`config.mk`:
```
export PLATFORM = sky130hd
export DESIGN_NAME = fetch_unit
export DESIGN_NICKNAME = d
export VERILOG_FILES = /design/src/rtl/fetch_unit.sv
export SDC_FILE = /design/constraint.sdc
export NUM_CORES = 1
export LEC_CHECK = 0
export ABC_AREA = 0
export CAP_MARGIN = 0
export CORE_MARGIN = 5
export CORE_UTILIZATION = 45
export DETAILED_ROUTE_END_ITERATION = 10
export DONT_BUFFER_PORTS = 1
export PLACE_DENSITY = 0.56
export SETUP_SLACK_MARGIN = 0.05
export SLEW_MARGIN = 10
export SYNTH_ARGS = -nofsm -noshare
export SYNTH_HDL_FRONTEND = slang
export SYNTH_SLANG_ARGS = --single-unit
```
`constraint.sdc`:
```
create_clock -name clk -period 4.3 [get_ports clk]
set_input_delay 0.86 -clock clk [delete_from_list [all_inputs] [get_ports clk]]
set_output_delay 0.86 -clock clk [all_outputs]
set_load 0.1 [all_outputs]
```
`src/rtl/fetch_unit.sv`:
```
// fetch_unit: single-outstanding instruction fetch FSM (IDLE/WAIT/DISCARD)
// Ports: clk, reset (async active-low); fetch_req/pc_in/flush from control;
// imem_req/imem_addr/imem_ack/imem_rdata to instruction memory;
// instruction_out/pc_out/instr_valid/fetch_busy/misalign back to control.
// Define FETCH_TIMEOUT_EN to add a 4-bit wait counter and a timeout pulse output.
module fetch_unit (
  input  logic        clk,
  input  logic        reset,
  input  logic        fetch_req,
  input  logic [63:0] pc_in,
  input  logic        flush,
  output logic        imem_req,
  output logic [63:0] imem_addr,
  input  logic        imem_ack,
  input  logic [31:0] imem_rdata,
  output logic [31:0] instruction_out,
  output logic [63:0] pc_out,
  output logic        instr_valid,
  output logic        fetch_busy,
`ifdef FETCH_TIMEOUT_EN
  output logic        timeout,
`endif
  output logic        misalign
);
  typedef enum logic [1:0] {IDLE, WAIT, DISCARD} state_t;
  state_t state, state_nx;
  logic idle_go, start, bad, load, expire;
`ifdef FETCH_TIMEOUT_EN
  logic [3:0] cnt;
`endif
  assign imem_req   = state != IDLE;
  assign fetch_busy = state != IDLE;
  always_comb begin
    idle_go = state == IDLE && fetch_req && !flush;
    start   = idle_go && pc_in[1:0] == 2'b00;
    bad     = idle_go && pc_in[1:0] != 2'b00;
    // a flush in the ack cycle wins, so the returning word is dropped
    load    = state == WAIT && imem_ack && !flush;
`ifdef FETCH_TIMEOUT_EN
    expire  = state != IDLE && !imem_ack && cnt == 4'hf;
`else
    expire  = 1'b0;
`endif
    state_nx = start ? WAIT :
               (state == IDLE || imem_ack || expire) ? IDLE :
               (flush || state == DISCARD) ? DISCARD : WAIT;
  end
  always_ff @(posedge clk or negedge reset) begin
    if (!reset) state <= IDLE;
    else        state <= state_nx;
  end
  always_ff @(posedge clk or negedge reset) begin
    if (!reset) begin
      imem_addr       <= '0;
      instruction_out <= 32'h0000_0013;
      pc_out          <= '0;
      instr_valid     <= 1'b0;
      misalign        <= 1'b0;
    end else begin
      instr_valid <= load;
      misalign    <= bad;
      if (start) imem_addr <= pc_in;
      if (load) begin
        instruction_out <= imem_rdata;
        pc_out          <= imem_addr;
      end
    end
  end
`ifdef FETCH_TIMEOUT_EN
  // restarts on every state change, so entering WAIT or DISCARD begins at zero
  always_ff @(posedge clk or negedge reset) begin
    if (!reset) begin
      cnt     <= '0;
      timeout <= 1'b0;
    end else begin
      cnt     <= (state_nx != state || state == IDLE) ? 4'd0 : cnt + 4'd1;
      timeout <= expire;
    end
  end
`endif
endmodule
```
==> key figures, run 1 <==
Outcome
  • Status: finished, final reports clean

Clocking
  • Clock latency on the worst-skew pair: approximately 420 ps
  • Bufs on Longest Clock Path: 2
  • Post CTS Setup Buffer Count: 0
  • Root Buffer: clkbuf_16
  • Cts-stage hold buffer count: 0
  • H-tree depth: 4
  • Worst-path clk slew: 60 ps
  • CTS tree: built
  • TritonCTS Buffers: 17
  • Post_cts resized: 0
  • Clk sinks: between 150 and 200

Logic synthesis
  • Syn_area_per_cell: 17.8 um^2
  • Synth Flop Type: dfrtp_1
  • Register bit total from synthesis: 164
  • Share of Yosys cell area claimed by the top area cell type: between 60% and 70%
  • Sequential cell area fraction in the yosys report: 65.5%
  • Dominant cells by area after synthesis: dfrtp_1 64%, mux2_2 20%, mux2_4 11%
  • Synth Warn #: 0
  • Commonest cells post-synth: 161 x dfrtp_1, 111 x mux2_2, 47 x mux2_4, 6 x buf_2, 6 x buf_6
  • Ys async rst share: 100%
  • Area leader, netlist: dfrtp_1
  • Post-synth EDFFs: 0
  • Count leader, synth: dfrtp_1
  • Synth unique cells: 17
  • Mapped Area: 6270 um^2
  • Synth Instances: around 350
  • Post-Syn Nets: 453

Timing
  • Final worst slack: 1770 ps
  • Unrepaired setup endpoints after global routing: no
  • Tcrit/Tclk final: 58.9%
  • Final hold vios: 0
  • Worst Tran Pin Value: 967 ps
  • Fin Clk Skew: 8.61 ps
  • Max Slew Vio Count: 0
  • Fmax: slightly below 0.4 GHz
  • Tmin final: 2530 ps
  • Hold WS: 141 ps
  • Setup TNS: 0 ps
  • Rel. slew slack: 35.6%
  • Final setup vio count: 0

Routing
  • Wire length per cell: 23.9 um
  • First-pass iteration count of the detailed router: 4
  • Drt total wl: between 10000 and 15000 um
  • DRC: 0
  • Vias: 2965
  • Post-DRT Antenna Nets: 0
  • Initial DRC count: 126
  • Via-per-instance ratio: 5.39

Placed design
  • IO buf count: 0
  • Routability Congestion: 0.748
  • Dpl hpwl: ~9400 um
  • Pre-CTS setup slack: 1490 ps

Floorplanning
  • CORE AREA: 13800 um^2
  • # rows: 43
  • Width of the chip: 128 um
  • Die Span Y: about 130 um
  • Starting Density: 45.5%
  • Die area: 16400 um^2
  • I/O pin count: about 270

Global route
  • Antenna violations before repair: 1
  • Total GRT Usage: 16.1%
  • Largest net degree at the start of global routing: 165
  • First-pass GRT wire length: 19800 um
  • Gr ovfl total: 0
  • Vias in the first global route: 3196

Setup path
  • Setup CP Type: flop to flop
  • Worst path required time: 4600 ps
  • Worst Setup End Kind: flop
  • Crit start category: flop
  • Crit Path Max Fanout: 50
  • Critical path arrival: 2830 ps

Layout
  • Area Growth Syn to Fin: 11.1%
  • Finished Core Util: 50.6%
  • Fin nets: 458
  • FILL cells: 1217
  • Layout cells sized above 1: 51.9%
  • Number of diodes: 0

Hold path
  • Hold Crit Class: input pin to async pin

Run
  • Max-cap violations: 0
==> state kept, by name, indices dropped and copies added, names as in the netlist <==
name,count
instruction_out,32
state,2
misalign,1
imem_addr,64
pc_out,64
instr_valid,1
==> placed cells by master, fill, tap and decap left out, types with 2 or more instances in the layout <==
cell type  netlist  layout
bufinv_16        0       2
mux2_4          47      47
dfstp_2          3       3
buf_4            1       4
clkbuf_8         0       2
nand2b_1         2       2
nor2_1           2       2
and2_1           2       2
mux2_2         111     111
clkbuf_1         5       8
clkbuf_16        0      17
clkinv_2         0       2
dfrtp_1        161     161
==> layout make-up <==
class	count	area, um^2	share of cell area, %
sequential	164	4110	59.0
clock inverter	5	77.6	1.11
timing repair buffer	4	30.0	0.431
clock buffer	27	483	6.93
multi-input combinational	170	2040	29.3
tap	180	225	3.23
==> critical path, cell delays in order (launching register included) <==
cell	delay [ps]
dfrtp_1	420
or2_2	350
or4_4	870
buf_4	390
mux2_4	330
==> metrics by stage <==
| step | instances | area, um^2 |
|---|---|---|
| 2_1_floorplan | 352 | 6270 |
| 3_3_place_gp | 518 | 6410 |
| 3_5_place_dp | 518 | 6410 |
| 4_1_cts | 550 | 6970 |
| 5_1_grt | 550 | 6970 |
| 6_report | 550 | 6970 |
==> path summary, 6_finish.rpt <==
kind | cells after the start | to | start | slack, ps
min | 0 | instruction_out[22] | reset | 140
min in group clk | 1 | state[1] | imem_ack | 500
max in group asynchronous | 0 | instruction_out[0] | reset | 3820
max reg2reg | 4 | imem_addr[19] | state[1] | 1770
max | 4 | imem_addr[19] | state[1] | 1770
min reg2reg | 2 | state[1] | state[0] | 590
==> kinds of logic after synthesis <==
family                 synth area share [%]
buffers and inverters                  1.98
AND/OR/NAND/NOR                        1.08
flip-flops                             65.5
multiplexers                           31.4
AO/OA/AOI/OAI                        0.0797
==> metal layers <==
layer / GRT usage (%) / wire length, um / vias up
met5: 0 / 13 / -
met4: 5.43 / 154 / 2
met3: 9.50 / 1580 / 20
met2: 25.9 / 6780 / 146
met1: 17.8 / 4640 / 1553
li1: - / - / 1244
Power of run 1 is not shown: default switching activity piles up to over one toggle a cycle in this logic, so the estimate is an artifact.
==> run 2: changes to the inputs <==
- clock period: 4.3 -> 2.6 ns (I/O delays scaled with it)
==> key figures, run 2 (same netlist as run 1, synthesis figures left out) <==
Layout
  • Fin nets: 461
  • Seq. cell area: 4110 um^2
  • Area Growth Syn to Fin: 12.8%
  • Most frequent cells in the layout: 161 x dfrtp_1, 111 x mux2_2, 47 x mux2_4
  • Most common cell after layout, fill and taps aside: dfrtp_1
  • Number of diodes: 0
  • Largest regs: imem_addr: 64 flops, pc_out: 64 flops, instruction_out: 32 flops
  • Layout cells sized above 1: between 50 and 60%
  • FILL cells: 1166
  • Footprint of the multi-input gates: 2040 um^2
  • Fin area: just over 7000 um^2

Timing
  • Max Slew Vio Count: 0
  • Worst Tran Pin Value: 973 ps
  • Final setup vio count: 0
  • Unrepaired setup endpoints after global routing: no
  • Fmax: 0.477 GHz
  • Fin Clk Skew: 11.9 ps
  • Final hold vios: 162
  • Tcrit/Tclk final: 80.6%
  • Hold WS: -207 ps
  • Setup TNS: 0 ps
  • Final worst slack: 504 ps
  • Rel. slew slack: between 30% and 40%
  • Tmin final: 2100 ps

Placed design
  • Pre-CTS setup slack: 504 ps
  • Dpl hpwl: roughly 9200 um
  • IO buf count: 0
  • Placed Area: 6450 um^2
  • Routability Congestion: 0.741

Run
  • Max-cap violations: 0

Setup path
  • Crit path from: state[0]
  • R2r endpoint: imem_addr[12]
  • Crit Path Max Fanout: 37
  • FF-to-FF path depth: 4
  • End point of the critical path: imem_addr[12]
  • R2r setup slk: 500 ps
  • Worst path required time: 2900 ps
  • Worst R2R Start: state[0]
  • Worst Setup End Kind: flop
  • Crit start category: flop
  • Setup CP Type: flop to flop
  • Critical path arrival: 2390 ps

Routing
  • DRC: 0
  • Initial DRC count: 120
  • Vias: 2916
  • Drt total wl: 12900 um
  • Post-DRT Antenna Nets: 0
  • First-pass iteration count of the detailed router: 4
  • Wire length per cell: around 23 um
  • Via-per-instance ratio: 5.27

Global route
  • Largest net degree at the start of global routing: 165
  • First-pass GRT wire length: 19000 um
  • Vias in the first global route: 3151
  • Antenna violations before repair: 1
  • Gr ovfl total: 0
  • Total GRT Usage: 15.4%

Floorplanning
  • Die Span Y: 128 um
  • I/O pin count: 265
  • Width of the chip: 128 um
  • Starting Density: 45.5%
  • Die area: 16400 um^2
  • CORE AREA: 13800 um^2
  • # rows: 43

Clocking
  • Post_cts resized: 0
  • H-tree depth: 4
  • Clk sinks: ~160
  • Worst-path clk slew: 60 ps
  • Clock latency on the worst-skew pair: 420 ps
  • CTS tree: built
  • TritonCTS Buffers: 17
  • Bufs on Longest Clock Path: 2
  • Root Buffer: clkbuf_16
  • Post CTS Setup Buffer Count: 0

Hold path
  • Hold Crit Class: input pin to async pin

Outcome
  • Status: finished with violations
  • Violated checks: hold timing
-- run 2: routing by layer --
layer | GRT usage (%) | wire, um | up-vias
met4 | 5.31 | 194 | 2
li1 | - | - | 1259
met1 | 17.9 | 4660 | 1490
met2 | 24.3 | 6500 | 148
met3 | 8.29 | 1490 | 17
met5 | 0 | 20 | -
-- run 2: worst min path at each step --
| stage | endpoint | slack (ps) |
|---|---|---|
| final | instruction_out[24] | -210 |
| after global routing | instruction_out[24] | -230 |
| after CTS | instruction_out[24] | -230 |
| after detailed placement | instruction_out[24] | 230 |
| after global placement | instruction_out[7] | 230 |
| after floorplan | imem_addr[0] | 220 |
-- run 2: through the flow --
stage	utilization (%)	instances	hold WS (ps)
3_3_place_gp	46.9	521	229
4_1_cts	51.4	553	-225
6_report	51.4	553	-207
2_1_floorplan	-	352	224
5_1_grt	51.4	553	-234
3_5_place_dp	46.9	521	228
-- run 2: final cells by class --
class / instances / share of cell area (%)
flip-flops and latches: 164 / 58.1
well taps: 180 / 3.18
clock buffers: 20 / 6.60
repair buffers: 7 / 1.10
clock inverters: 12 / 2.16
multi-input cells: 170 / 28.9
-- run 2: worst max-delay path, stage by stage (launching register included) --
cell     delay [ps]
dfrtp_1         400
or2_2           310
or4_4           660
buf_12          260
mux2_4          330
Power of run 2 is left out for the same reason.
